--- config.mk ---
export PLATFORM = sky130hd
export DESIGN_NAME = mac_seq_ctrl_flat
export DESIGN_NICKNAME = d
export VERILOG_FILES = /design/src/rtl/mac_seq_ctrl_if.sv /design/src/rtl/mac_seq_ctrl.sv /design/src/flat_wrapper.sv
export SDC_FILE = /design/constraint.sdc
export NUM_CORES = 1
export LEC_CHECK = 0
export BUFFER_PORTS_ARGS = -buffer_cell sky130_fd_sc_hd__buf_4
export CAP_MARGIN = 20
export CORE_MARGIN = 1.5
export CORE_UTILIZATION = 54
export CTS_CLUSTER_SIZE = 28
export DETAILED_ROUTE_END_ITERATION = 6
export PLACE_DENSITY = 0.8
export RECOVER_POWER = 50
export SLEW_MARGIN = 20
export SYNTH_ARGS = -nofsm -noshare
export SYNTH_HDL_FRONTEND = slang
export SYNTH_SLANG_ARGS = --single-unit
--- constraint.sdc ---
create_clock -name clk -period 3.2 [get_ports clk]
set_input_delay 0.16 -clock clk [delete_from_list [all_inputs] [get_ports clk]]
set_output_delay 0.16 -clock clk [all_outputs]
set_load 0.02 [all_outputs]
--- src/rtl/mac_seq_ctrl_if.sv ---
// Bus bundle for mac_seq_ctrl: job control, operand stream, multiplier taps and result.
// master = operand source / result consumer side, slave = the controller.
interface mac_seq_ctrl_if #(
    parameter int unsigned ACC_W = 24,
    parameter int unsigned LEN_W = 8
);
    logic                    start;
    logic [LEN_W-1:0]        len;
    logic                    clr;
    logic                    in_valid;
    logic                    in_ready;
    logic signed [7:0]       in_a;
    logic signed [7:0]       in_b;
    logic signed [7:0]       mul_a;
    logic signed [7:0]       mul_b;
    logic signed [15:0]      mul_p;
    logic                    out_valid;
    logic                    out_ready;
    logic signed [ACC_W-1:0] out_data;
    logic                    out_ovf;
    logic                    busy;

    modport master (
        output start, len, clr, in_valid, in_a, in_b, mul_p, out_ready,
        input  in_ready, mul_a, mul_b, out_valid, out_data, out_ovf, busy
    );

    modport slave (
        input  start, len, clr, in_valid, in_a, in_b, mul_p, out_ready,
        output in_ready, mul_a, mul_b, out_valid, out_data, out_ovf, busy
    );
endinterface

--- src/rtl/mac_seq_ctrl.sv ---
// Dot-product sequencer around an external combinational 8x8 signed multiplier.
// Define MAC_SAT_EN for a saturating accumulator with sticky overflow flag.
module mac_seq_ctrl #(
    parameter int unsigned ACC_W = 24,
    parameter int unsigned LEN_W = 8
) (
    input logic           clk,
    input logic           rst_n,
    mac_seq_ctrl_if.slave bus
);
    typedef enum logic [1:0] {StIdle, StRun, StDrain, StDone} state_e;

    state_e                  state_q, state_d;
    logic [LEN_W-1:0]        cnt_q, cnt_d;
    logic signed [7:0]       mul_a_q, mul_a_d;
    logic signed [7:0]       mul_b_q, mul_b_d;
    logic                    v1_q, v1_d;
    logic                    v2_q, v2_d;
    logic signed [15:0]      prod_q;
    logic signed [ACC_W-1:0] acc_q, acc_d, acc_add;
    logic                    ovf_q, ovf_d, add_ovf;
    logic                    hs_in;

`ifdef MAC_SAT_EN
    logic signed [ACC_W:0] sum_w;

    // One guard bit is enough: |product| < 2^15 and ACC_W >= 17.
    always_comb begin
        sum_w   = {acc_q[ACC_W-1], acc_q} + {{(ACC_W-15){prod_q[15]}}, prod_q};
        add_ovf = sum_w[ACC_W] != sum_w[ACC_W-1];
        if (!add_ovf) begin
            acc_add = sum_w[ACC_W-1:0];
        end else if (sum_w[ACC_W]) begin
            acc_add = {1'b1, {(ACC_W-1){1'b0}}};
        end else begin
            acc_add = {1'b0, {(ACC_W-1){1'b1}}};
        end
    end
`else
    always_comb begin
        acc_add = acc_q + {{(ACC_W-16){prod_q[15]}}, prod_q};
        add_ovf = 1'b0;
    end
`endif

    always_comb begin
        state_d = state_q;
        cnt_d   = cnt_q;
        mul_a_d = mul_a_q;
        mul_b_d = mul_b_q;
        v1_d    = 1'b0;
        v2_d    = v1_q;
        acc_d   = acc_q;
        ovf_d   = ovf_q;
        hs_in   = (state_q == StRun) && bus.in_valid;

        if (v2_q) begin
            acc_d = acc_add;
            ovf_d = ovf_q | add_ovf;
        end

        unique case (state_q)
            StIdle: begin
                if (bus.start) begin
                    acc_d   = '0;
                    ovf_d   = 1'b0;
                    cnt_d   = bus.len;
                    state_d = (bus.len != '0) ? StRun : StDone;
                end
            end
            StRun: begin
                if (hs_in) begin
                    mul_a_d = bus.in_a;
                    mul_b_d = bus.in_b;
                    v1_d    = 1'b1;
                    cnt_d   = cnt_q - LEN_W'(1);
                    if (cnt_q == LEN_W'(1)) begin
                        state_d = StDrain;
                    end
                end
            end
            // Last product is in stage 3 exactly when v2 is set and nothing follows it.
            StDrain: begin
                if (v2_q && !v1_q) begin
                    state_d = StDone;
                end
            end
            StDone: begin
                if (bus.out_ready) begin
                    state_d = StIdle;
                end
            end
            default: state_d = StIdle;
        endcase

        if (bus.clr) begin
            state_d = StIdle;
            v1_d    = 1'b0;
            v2_d    = 1'b0;
            acc_d   = acc_q;
            ovf_d   = ovf_q;
        end
    end

    always_ff @(posedge clk or negedge rst_n) begin
        if (!rst_n) begin
            state_q <= StIdle;
            cnt_q   <= '0;
            mul_a_q <= '0;
            mul_b_q <= '0;
            v1_q    <= 1'b0;
            v2_q    <= 1'b0;
            prod_q  <= '0;
            acc_q   <= '0;
            ovf_q   <= 1'b0;
        end else begin
            state_q <= state_d;
            cnt_q   <= cnt_d;
            mul_a_q <= mul_a_d;
            mul_b_q <= mul_b_d;
            v1_q    <= v1_d;
            v2_q    <= v2_d;
            prod_q  <= bus.mul_p;
            acc_q   <= acc_d;
            ovf_q   <= ovf_d;
        end
    end

    assign bus.in_ready  = (state_q == StRun);
    assign bus.out_valid = (state_q == StDone);
    assign bus.out_data  = acc_q;
    assign bus.out_ovf   = ovf_q;
    assign bus.busy      = (state_q != StIdle);
    assign bus.mul_a     = mul_a_q;
    assign bus.mul_b     = mul_b_q;
endmodule

--- src/flat_wrapper.sv ---
// flat-port wrapper written by rule: the top's interface ports become plain ports
module mac_seq_ctrl_flat 
#(
    parameter int unsigned ACC_W = 24,
    parameter int unsigned LEN_W = 8
)
  (clk, rst_n, bus_start, bus_len, bus_clr, bus_in_valid, bus_in_a, bus_in_b, bus_mul_p, bus_out_ready, bus_in_ready, bus_mul_a, bus_mul_b, bus_out_valid, bus_out_data, bus_out_ovf, bus_busy);
  mac_seq_ctrl_if #(.ACC_W(ACC_W), .LEN_W(LEN_W)) bus_i ();
  input logic clk;
  input logic rst_n;
  input wire logic [$bits(bus_i.start)-1:0] bus_start;
  input wire logic [$bits(bus_i.len)-1:0] bus_len;
  input wire logic [$bits(bus_i.clr)-1:0] bus_clr;
  input wire logic [$bits(bus_i.in_valid)-1:0] bus_in_valid;
  input wire logic [$bits(bus_i.in_a)-1:0] bus_in_a;
  input wire logic [$bits(bus_i.in_b)-1:0] bus_in_b;
  input wire logic [$bits(bus_i.mul_p)-1:0] bus_mul_p;
  input wire logic [$bits(bus_i.out_ready)-1:0] bus_out_ready;
  output wire logic [$bits(bus_i.in_ready)-1:0] bus_in_ready;
  output wire logic [$bits(bus_i.mul_a)-1:0] bus_mul_a;
  output wire logic [$bits(bus_i.mul_b)-1:0] bus_mul_b;
  output wire logic [$bits(bus_i.out_valid)-1:0] bus_out_valid;
  output wire logic [$bits(bus_i.out_data)-1:0] bus_out_data;
  output wire logic [$bits(bus_i.out_ovf)-1:0] bus_out_ovf;
  output wire logic [$bits(bus_i.busy)-1:0] bus_busy;
  assign bus_i.start = bus_start;
  assign bus_i.len = bus_len;
  assign bus_i.clr = bus_clr;
  assign bus_i.in_valid = bus_in_valid;
  assign bus_i.in_a = bus_in_a;
  assign bus_i.in_b = bus_in_b;
  assign bus_i.mul_p = bus_mul_p;
  assign bus_i.out_ready = bus_out_ready;
  assign bus_in_ready = bus_i.in_ready;
  assign bus_mul_a = bus_i.mul_a;
  assign bus_mul_b = bus_i.mul_b;
  assign bus_out_valid = bus_i.out_valid;
  assign bus_out_data = bus_i.out_data;
  assign bus_out_ovf = bus_i.out_ovf;
  assign bus_busy = bus_i.busy;
  mac_seq_ctrl #(.ACC_W(ACC_W), .LEN_W(LEN_W)) u_core (.clk(clk), .rst_n(rst_n), .bus(bus_i));
endmodule
==> results of run 1 <==
power breakdown:
| group | leakage [µW] | internal, µW | switching, µW |
|---|---|---|---|
| logic | 0.00123 | 563 | 829 |
| clock network | 0.000110 | 444 | 347 |
| registers | 0.000849 | 1090 | 172 |
| total | 0.00219 | 2090 | 1350 |
through the flow:
step	worst slack (ns)	power, µW	util (%)	hold slack (ns)	instance area (µm²)
global placement	0.598	2730	66.4	0.269	4490
finish	0.455	3440	70.0	0.0308	4730
detailed placement	0.541	2780	66.4	0.270	4490
floorplan	0.662	2250	-	-0.136	3770
global route	0.311	3690	70.0	0.0182	4730
CTS	0.496	3610	72.3	0.00913	4880
what timing repair did:
item / 4_1_cts / 5_1_grt
endpoints found under the setup margin: 0 / 0
hold buffers: 17 / 0
endpoints found under the hold margin: 84 / 0
worst max path at each step:
stage                            from                 endpoint  slack (ns)  cells after the start
4_1_cts        u_core.bus.out_data[0]  u_core.bus.out_data[16]        0.50                      9
6_report       u_core.bus.out_data[0]  u_core.bus.out_data[16]        0.45                      9
5_1_grt        u_core.bus.out_data[0]  u_core.bus.out_data[16]        0.31                      9
2_1_floorplan  u_core.bus.out_data[0]  u_core.bus.out_data[16]        0.66                      9
3_5_place_dp   u_core.bus.out_data[0]  u_core.bus.out_data[16]        0.54                      9
3_3_place_gp   u_core.bus.out_data[0]  u_core.bus.out_data[16]        0.60                      9
cells in the final DEF, fill, tap and decap left out, types with 3 or more instances in the layout:
master,count
a211oi_1,5
dfrtp_1,68
o211ai_1,3
a22o_1,23
ha_1,29
clkbuf_8,9
mux2_2,16
nor2_1,9
and2_1,6
clkbuf_4,16
xnor2_1,15
o21ai_0,21
clkbuf_1,40
nor3_1,6
nor2b_1,3
inv_1,12
buf_4,33
dlygate4sd3_1,17
nand2_1,32
a21o_1,9
nand2b_1,4
nand3_1,6
a21oi_1,31
o22ai_1,6
a41oi_2,3
xor2_1,7
nor4_1,3
o21ai_1,3
registers in the layout, indices dropped and copies added, names as in the netlist:
register             count
u_core.v2_q              1
u_core.state_q           2
u_core.bus.mul_a         8
u_core.v1_q              1
u_core.cnt_q             8
u_core.bus.mul_b         8
u_core.prod_q           16
u_core.bus.out_data     24
area by class of cell:
type	count	area share [%]
inverters	12	0.952
multi-input cells	265	41.6
flip-flops and latches	68	36.0
clock buffers	9	2.62
repair buffers	107	14.7
clock inverters	7	2.09
well taps	80	2.12
cells by family after synthesis:
group                    count (synthesis)  share of synthesized area, %
other                                    1                        0.0995
AO/OA/AOI/OAI                          118                          21.7
XOR/XNOR                                22                          5.11
flip-flops                              68                          45.1
adder cells (fa/ha/maj)                 30                          10.2
AND/OR/NAND/NOR                         77                          10.1
multiplexers                            17                          5.04
buffers and inverters                   25                          2.69
metal layers:
| layer | vias to the layer above | wire [µm] | GRT usage [%] |
|---|---|---|---|
| met5 | - | 0 | 0 |
| met4 | 0 | 148 | 8.80 |
| met2 | 89 | 4260 | 42.3 |
| met1 | 1502 | 3820 | 33.9 |
| met3 | 14 | 437 | 5.90 |
| li1 | 1533 | - | - |
==> out/qor.yml, run 1 <==
status:
  outcome: "complete, but fails checks"
  violations: "max-capacitance violations, max-slew violations"
floorplanning:
  die_h_um: 86.6
  die_area_um2: 7490
  die_w_um: 86.6
  start_util_pct: 55.8
  io_pins: 90
  rows: 30
  coreArea_um2: 6760
detailed_routing:
  drc: 0
  wl_per_cell_um: 15.8
  wl_um: 8660
  drt-initial-drc-count: 169
  ant_nets: 0
  viasPerCell: 5.73
  vias: 3138
  detail_route.first_pass.iterations: 4
worst_hold_path:
  min_to: "u_core.v2_q"
  hold_path_depth: 2
  hp-start: "bus_clr"
  hold_class: "input pin to flop"
clock_tree:
  cts_sinks: 68
  cts_buffers: 9
  clk_latency_ns: 0.35
  ctsResizeCount: 0
  cts_root_buf: "clkbuf_8"
  postCtsSetupBuffers: 0
  clock_path_buffers: 2
  clk_pin_slew_ns: 0.08
  cts_tree: "yes"
  h-tree-depth: 3
run:
  maxCapViolations: 1
sta:
  fin_tns_setup_ns: 0
  finalSetupViolCount: 0
  max_slew.worst_pin.slew_ns: 1.67
  finalCritPeriodShare_pct: 85.8
  fin_crit_ns: 2.75
  slew_violations: 69
  rsz0062_at_grt: "no"
  fmax_mhz: 364
  skew_ns: 0.0118
  slew_headroom_pct: -11.7
  final_hold_viol_count: 0
critical_path:
  critical_path_arrival_ns: 2.97
  r2r_end: "u_core.bus.out_data[16]"
  critPathBufInv: 0
  worst_setup_path_start_kind: "flop"
  r2r_slack_ns: 0.45
  end_kind: "flop"
  crit_type: "flop to flop"
  rr_worst_depth: 9
  r2r-start: "u_core.bus.out_data[0]"
  crit_path_max_fanout: 3
  slowest_delay_ns: 0.42
  crit_slowest_cell: "dfrtp_1"
  path_delay_family: "compound AO/OA/AOI/OAI gates"
  crit_chain: "ha_1 > fa_1 > a21o_1 > a221o_1 > a32oi_1 > nand2b_1 > a41oi_2 > xnor2_1 > a22o_1"
  critPathRequiredTime_ns: 3.43
layout:
  final_nets: 539
  n_fill_cell: 559
  area_growth_pct: 25.5
  drive_gt1_share_pct: 18.8
  multiInputGateArea_um2: 1970
  final-seq-area_um2: 1700
  diodes: 0
  layout.cells.non_filler: 548
placed_design:
  gp_congestion: 0.911
  portBuffers: 88
  placed_cells: 515
  dp_hpwl_um: 6100
yosys:
  yosys-top-cells-area: "dfrtp_1, ha_1, a22o_1"
  postSynthNetCount: 434
  ys_warn_count: 0
  synth_edf_count: 0
  netlist_instances: 358
  synth.avg_cell_area_um2: 10.5
  synth_cell_type_count: 48
  ys_ff_latch: 68
  synth_most_common_cell: "dfrtp_1"
  synth_commonest_cells: "dfrtp_1, nand2_1, a21oi_1"
  yosys.area.top_type_share_pct: 45.1
  yosysSeqAreaShare_pct: 45.1
  async_flop_share_pct: 100
  synth_area_leader_cell: "dfrtp_1"
  synthFlopType: "dfrtp_1"
  netlist_area_um2: 3770
power:
  p_leak_uw: 0.00219
  powerDensity_nw_per_um2: 728
  ir_drop_v: 0.000575
global_route:
  grt_pass1_vias: 3181
  grt_pass1_wl_um: 15100
  gr-total-overflow: 0
  grt_max_degree: 69
  antenna_found_initial: 0
  grt_usage_pct: 25.8
No activity file was read; power rests on OpenSTA's default activity.
==> run 2, diff against run 1 <==
--- a/config.mk
+++ b/config.mk
@@ -5,13 +5,15 @@
 export SDC_FILE = /design/constraint.sdc
 export NUM_CORES = 1
 export LEC_CHECK = 0
+export ABC_AREA = 1
 export BUFFER_PORTS_ARGS = -buffer_cell sky130_fd_sc_hd__buf_4
 export CAP_MARGIN = 20
+export CORE_ASPECT_RATIO = 2
 export CORE_MARGIN = 1.5
-export CORE_UTILIZATION = 54
+export CORE_UTILIZATION = 56
 export CTS_CLUSTER_SIZE = 28
 export DETAILED_ROUTE_END_ITERATION = 6
-export PLACE_DENSITY = 0.8
+export PLACE_DENSITY = 0.81
 export RECOVER_POWER = 50
 export SLEW_MARGIN = 20
 export SYNTH_ARGS = -nofsm -noshare
==> out/qor.yml, run 2 <==
placed_design:
  dp_hpwl_um: 10600  # +74%
  place_area_um2: 5430  # +21%
  placed_cells: 879  # +71%
  gp_congestion: 0.938  # +2.9%
  portBuffers: 88  # unchanged
layout:
  area_growth_pct: 22.1
  largest_reg_flops: 24  # unchanged
  layout.cells.non_filler: 912  # +66%
  finish.instance_area_um2: 5750  # +22%
  n_fill_cell: 777  # +39%
  drive_gt1_share_pct: 11.8  # -7.0 points
  final_nets: 885  # +64%
  final_common_cell: "nand2_1"
  layout_common_cells: "nand2_1, inv_1, dfrtp_1"
  diodes: 0  # unchanged
sta:
  fmax_mhz: 412  # +13%
  max_slew.worst_pin.slew_ns: 1.68  # +0.00336 ns
  slew_headroom_pct: -11.9  # -0.22 points
  fin_crit_ns: 2.43  # -0.315 ns
  rsz0062_at_grt: "no"
  finalCritPeriodShare_pct: 75.9  # -9.8 points
  finalSetupViolCount: 0  # unchanged
  fin_tns_setup_ns: 0  # unchanged
  skew_ns: 0.0111  # -0.000661 ns
  slew_violations: 69  # unchanged
  final_hold_viol_count: 0  # unchanged
yosys:
  synth_area_leader_cell: "dfrtp_1"
  synth_most_common_cell: "nand2_1"
  synth.avg_cell_area_um2: 6.67  # -37%
  yosys-top-cells-area: "dfrtp_1, nand2_1, inv_1"
  synth_edf_count: 0  # unchanged
  synth_commonest_cells: "nand2_1, inv_1, dfrtp_1"
  netlist_instances: 705  # +97%
  netlist_area_um2: 4710  # +25%
  synth_cell_type_count: 41  # -15%
  async_flop_share_pct: 100  # unchanged
  ys_warn_count: 0  # unchanged
  yosysSeqAreaShare_pct: 36.2  # -9.0 points
  yosys.area.top_type_share_pct: 36.2  # -9.0 points
  synthFlopType: "dfrtp_1"
  postSynthNetCount: 781  # +80%
  ys_ff_latch: 68  # unchanged
detailed_routing:
  vias: 4842  # +54%
  drt-initial-drc-count: 289  # +71%
  detail_route.first_pass.iterations: 5  # +1
  wl_per_cell_um: 15.5  # -1.9%
  wl_um: 14100  # +63%
  drc: 0  # unchanged
  ant_nets: 0  # unchanged
  viasPerCell: 5.31  # -7.3%
global_route:
  grt_usage_pct: 34.2  # +8.4 points
  grt_use_met2_pct: 59.6  # +17 points
  busiest_layer: "met2"
  gr-total-overflow: 0  # unchanged
  antenna_found_initial: 0  # unchanged
  grt_max_degree: 69  # unchanged
  met3_usage_pct: 6.89  # +0.98 points
  grt_use_met1_pct: 33.1  # -0.78 points
  grt_pass1_vias: 4896  # +54%
  grt_pass1_wl_um: 22800  # +51%
floorplanning:
  coreArea_um2: 8230  # +22%
  die_h_um: 133  # +53%
  rows: 47  # +57%
  io_pins: 90  # unchanged
  start_util_pct: 57.2  # +1.4 points
  die_area_um2: 9000  # +20%
  die_w_um: 67.8  # -22%
clock_tree:
  cts_tree: "yes"
  clock_path_buffers: 2  # unchanged
  cts_root_buf: "clkbuf_16"
  clk_latency_ns: 0.34  # about the same
  cts_sinks: 68  # unchanged
  cts_buffers: 9  # unchanged
  clk_pin_slew_ns: 0.06  # -0.02 ns
  h-tree-depth: 3  # unchanged
critical_path:
  r2r-start: "u_core.state_q[1]"
  crit_chain: "inv_1 > ha_1 > nand2_4 > inv_4 > o21ai_1 > o21ai_1 > inv_2 > a21oi_1 > o21ai_1 > o21ai_0"
  end_kind: "flop"
  crit_path_max_fanout: 19  # +16
  cpMostUsedCell: "o21ai_1"
  critPathRequiredTime_ns: 3.44  # about the same
  crit_type: "flop to flop"
  slowest_delay_ns: 0.42  # about the same
  r2r_end: "u_core.cnt_q[6]"
  r2r_slack_ns: 0.77  # +0.32 ns
  worst_setup_path_start_kind: "flop"
  rr_worst_depth: 10  # +1
  critical_path_arrival_ns: 2.67  # -0.30 ns
  crit_slowest_cell: "ha_1"
run:
  maxCapViolations: 1  # unchanged
status:
  outcome: "complete, but fails checks"
  violations: "max-capacitance violations, max-slew violations"
worst_hold_path:
  hold_class: "input pin to flop"
  hp-start: "bus_in_a[5]"
  min_to: "u_core.bus.mul_a[5]"
  hold_path_depth: 3  # +1
power:
  powerDensity_nw_per_um2: 732  # +0.58%
  p_leak_uw: 0.00316  # +44%
  p_total_uw: 4210  # +22%
  ir_drop_v: 0.000534  # -7.2%
## run 2: report_power, final
| group | switching [µW] | internal [µW] | leakage, µW |
|---|---|---|---|
| logic | 1290 | 601 | 0.00216 |
| registers | 209 | 1100 | 0.000865 |
| clock network | 403 | 605 | 0.000138 |
## run 2: through the flow
stage / worst slack [ns] / utilization (%) / hold slack [ns]
detailed placement: 0.768 / 66.0 / 0.271
global placement: 0.890 / 66.0 / 0.270
global route: 0.501 / 69.8 / 0.0157
finish: 0.770 / 69.8 / 0.0145
CTS: 0.737 / 71.7 / 0.00905
floorplan: 1.33 / - / -0.136
## run 2: worst max path at each step
| stage | start | end | slack [ns] | depth (start not counted) |
|---|---|---|---|---|
| after floorplan | u_core.bus.out_data[0] | u_core.bus.out_data[12] | 1.33 | 12 |
| after global placement | u_core.state_q[1] | u_core.cnt_q[6] | 0.89 | 10 |
| after global routing | u_core.state_q[1] | u_core.cnt_q[6] | 0.50 | 10 |
| after CTS | u_core.state_q[1] | u_core.cnt_q[6] | 0.74 | 10 |
| final | u_core.state_q[1] | u_core.cnt_q[6] | 0.77 | 10 |
| after detailed placement | u_core.state_q[1] | u_core.cnt_q[6] | 0.77 | 10 |
## run 2: per-layer routing
layer  vias up  routed length (µm)
li1       2403                   -
met1      2214                4780
met2       157                7640
met3        68                 573
met4         0                1150
met5         -                   0
## run 2: repair_timing
item                      in CTS  in global routing
hold endpoints to repair      84                  0
hold buffers                  17                  0
buffers inserted               0                  0
gates resized for setup        0                  0
## run 2: critical path, delay by kind of cell, from the launching register on
family	cells	cell delay [ns]
AO/OA/AOI/OAI	5	0.80
adder cells (fa/ha/maj)	1	0.42
buffers and inverters	3	0.46
flip-flops	1	0.41
AND/OR/NAND/NOR	1	0.24
## run 2: final cells by class
type	count	area (µm²)	share of cell area, %
repair buffers	106	682	11.9
well taps	98	123	2.13
inverters	111	419	7.29
flip-flops and latches	68	1700	29.6
clock inverters	7	75.1	1.31
multi-input cells	513	2520	43.9
clock buffers	9	225	3.92
## run 2: cell families (layout without fill, tap and decap cells)
group                    Yosys count  in the layout  share of synthesized area [%]
adder cells (fa/ha/maj)           30             30                           8.14
AND/OR/NAND/NOR                  410            410                           36.3
other                              1              1                         0.0797
flip-flops                        68             68                           36.2
XOR/XNOR                           6              6                           1.12
buffers and inverters            124            233                           10.3
AO/OA/AOI/OAI                     66             66                           7.98
==> run 3, diff against run 2 <==
==> constraint.sdc (replaced) <==
create_clock -name clk -period 2.3 [get_ports clk]
set_input_delay 0.115 -clock clk [delete_from_list [all_inputs] [get_ports clk]]
set_output_delay 0.115 -clock clk [all_outputs]
set_load 0.02 [all_outputs]
==> out/qor.yml, run 3 (synthesized netlist as in run 2, its figures left out) <==
floorplanning:
  die_area_um2: 9000  # unchanged
  start_util_pct: 57.2  # unchanged
  rows: 47  # unchanged
  die_w_um: 67.8  # unchanged
  io_pins: 90  # unchanged
  coreArea_um2: 8230  # unchanged
  die_h_um: 133  # unchanged
power:
  p_total_uw: 6040  # +44%
  powerDensity_nw_per_um2: 1010  # +38%
  p_leak_uw: 0.00327  # +3.5%
  pwr-share-seq_pct: 30.1  # -1.0 points
  ir_drop_v: 0.000667  # +25%
  p_clk_share_pct: 24.3  # +0.3 points
  pwr-share-comb_pct: 45.6  # +0.6 points
  cellInternalPower_uw: 3290  # +43%
  switchingPower_uw: 2750  # +45%
  swShare_pct: 45.6  # +0.34 points
sta:
  max_slew.worst_pin.slew_ns: 1.69  # +0.0123 ns
  finalSetupViolCount: 0  # unchanged
  slew_violations: 69  # unchanged
  skew_ns: 0.00768  # -0.00344 ns
  finalCritPeriodShare_pct: 91.7  # +16 points
  slew_headroom_pct: -12.7  # -0.82 points
  fmax_mhz: 474  # +15%
  rsz0062_at_grt: "no"
  fin_tns_setup_ns: 0  # unchanged
  fin_crit_ns: 2.11  # -0.320 ns
  final_hold_viol_count: 0  # unchanged
clock_tree:
  cts_root_buf: "clkbuf_16"
  h-tree-depth: 3  # unchanged
  clk_latency_ns: 0.35  # about the same
  clk_pin_slew_ns: 0.06  # about the same
  cts_tree: "yes"
  cts_sinks: 68  # unchanged
  clock_path_buffers: 2  # unchanged
  postCtsSetupBuffers: 0  # unchanged
  cts_buffers: 9  # unchanged
critical_path:
  crit_type: "flop to flop"
  r2r-start: "u_core.bus.out_data[0]"
  critPathRequiredTime_ns: 2.54  # -0.90 ns
  slowest_delay_ns: 0.45  # +0.03 ns
  end_kind: "flop"
  crit_slowest_cell: "fa_1"
  startpoint: "u_core.bus.out_data[0]"
  crit_chain: "ha_1 > fa_1 > nand2_1 > nand2_1 > nand2_2 > o21bai_2 > nand2_1 > nand2_1 > nand2_1 > nand3_1 > nand2_1 > nand2_1"
  cpMostUsedCell: "nand2_1"
  crit_path_max_fanout: 3  # -16
  worst_setup_path_start_kind: "flop"
  critical_path_arrival_ns: 2.35  # -0.32 ns
global_route:
  gr-total-overflow: 0  # unchanged
  grt_max_degree: 69  # unchanged
  grt_usage_pct: 36.2  # +2.0 points
  grt_pass1_wl_um: 24000  # +5.3%
  antenna_found_initial: 0  # unchanged
  grt_pass1_vias: 5120  # +4.6%
status:
  violations: "max-capacitance violations, max-slew violations"
  outcome: "complete, but fails checks"
detailed_routing:
  wl_um: 15000  # +6.1%
  wl_per_cell_um: 16.0  # +3.4%
  detail_route.first_pass.iterations: 5  # unchanged
  vias: 5020  # +3.7%
  ant_nets: 0  # unchanged
  drc: 0  # unchanged
  viasPerCell: 5.37  # +1.1%
  drt-initial-drc-count: 278  # -3.8%
layout:
  final_common_cell: "nand2_1"
  layout_common_cells: "nand2_1, inv_1, dfrtp_1"
  finish.instance_area_um2: 5970  # +3.9%
  area_growth_pct: 26.9
  drive_gt1_share_pct: 12.6  # +0.77 points
  largest_reg_flops: 24  # unchanged
  final_nets: 907  # +2.5%
worst_hold_path:
  hold_class: "input pin to flop"
  hp-start: "bus_len[1]"
run:
  maxCapViolations: 1  # unchanged
placed_design:
  portBuffers: 88  # unchanged
  gp_congestion: 0.995  # +6.1%
  dp_hpwl_um: 10800  # +1.3%
  place_area_um2: 5480  # +0.83%
run 3: cell count changes in the layout (fill, tap and decap cells not counted), moves of 2 or more:
cell,before,now
dlygate4sd3_1,17,33
buf_4,32,39
inv_6,1,3
clkbuf_1,41,39
run 3: worst paths after layout:
kind	endpoint	slack [ns]	depth (start not counted)
min in group asynchronous	u_core.bus.out_data[22]	0.73	2
max	u_core.bus.out_data[16]	0.19	12
max reg2reg	u_core.bus.out_data[16]	0.19	12
min reg2reg	u_core.cnt_q[2]	0.48	2
max in group asynchronous	u_core.prod_q[12]	0.55	2
min	u_core.cnt_q[1]	0.04	3
run 3: power groups by stage:
stage	registers [µW]	logic [µW]	clock network, µW
after floorplan	2040	1590	0
after global placement	1800	2750	0
after detailed placement	1810	2820	0
after CTS	1800	2880	1470
after global routing	1850	3060	1510
final	1820	2760	1460
run 3: cell type report:
type	instances	area, µm²
Sequential cell	68	1700
Clock inverter	7	82.6
Multi-Input combinational cell	513	2520
Timing Repair Buffer	128	895
Inverter	111	419
Fill cell	713	2260
Clock buffer	9	225
Antenna cell	1	2.50
Tap cell	98	123
run 3: critical path, delay by kind of cell, from the launching register on:
kind / cells / cell delay, ns
adder cells (fa/ha/maj): 2 / 0.73
AO/OA/AOI/OAI: 1 / 0.14
flip-flops: 1 / 0.39
AND/OR/NAND/NOR: 9 / 0.75
run 3: timing repair:
action / 4_1_cts / 5_1_grt
setup endpoints to repair: 0 / 2
hold endpoints to repair: 100 / 0
hold buffers: 33 / 0
resized for setup: 0 / 1
run 3: metal layers:
metal	track usage, %	part of all wire [%]	vias up
li1	-	-	2441
met1	34.6	33	2322
met4	27.2	7.5	0
met5	0	0	-
met2	63.3	55	185
met3	7.99	4.5	72
run 3: stage by stage:
step / util [%] / worst slack [ns] / hold slack [ns] / std cells
floorplan: - / 0.427 / -0.181 / 705
global placement: 66.5 / 0.218 / 0.224 / 885
detailed placement: 66.5 / 0.173 / 0.225 / 885
CTS: 74.3 / 0.170 / 0.0482 / 934
global route: 72.5 / 0.0106 / 0.0595 / 934
finish: 72.5 / 0.190 / 0.0414 / 935
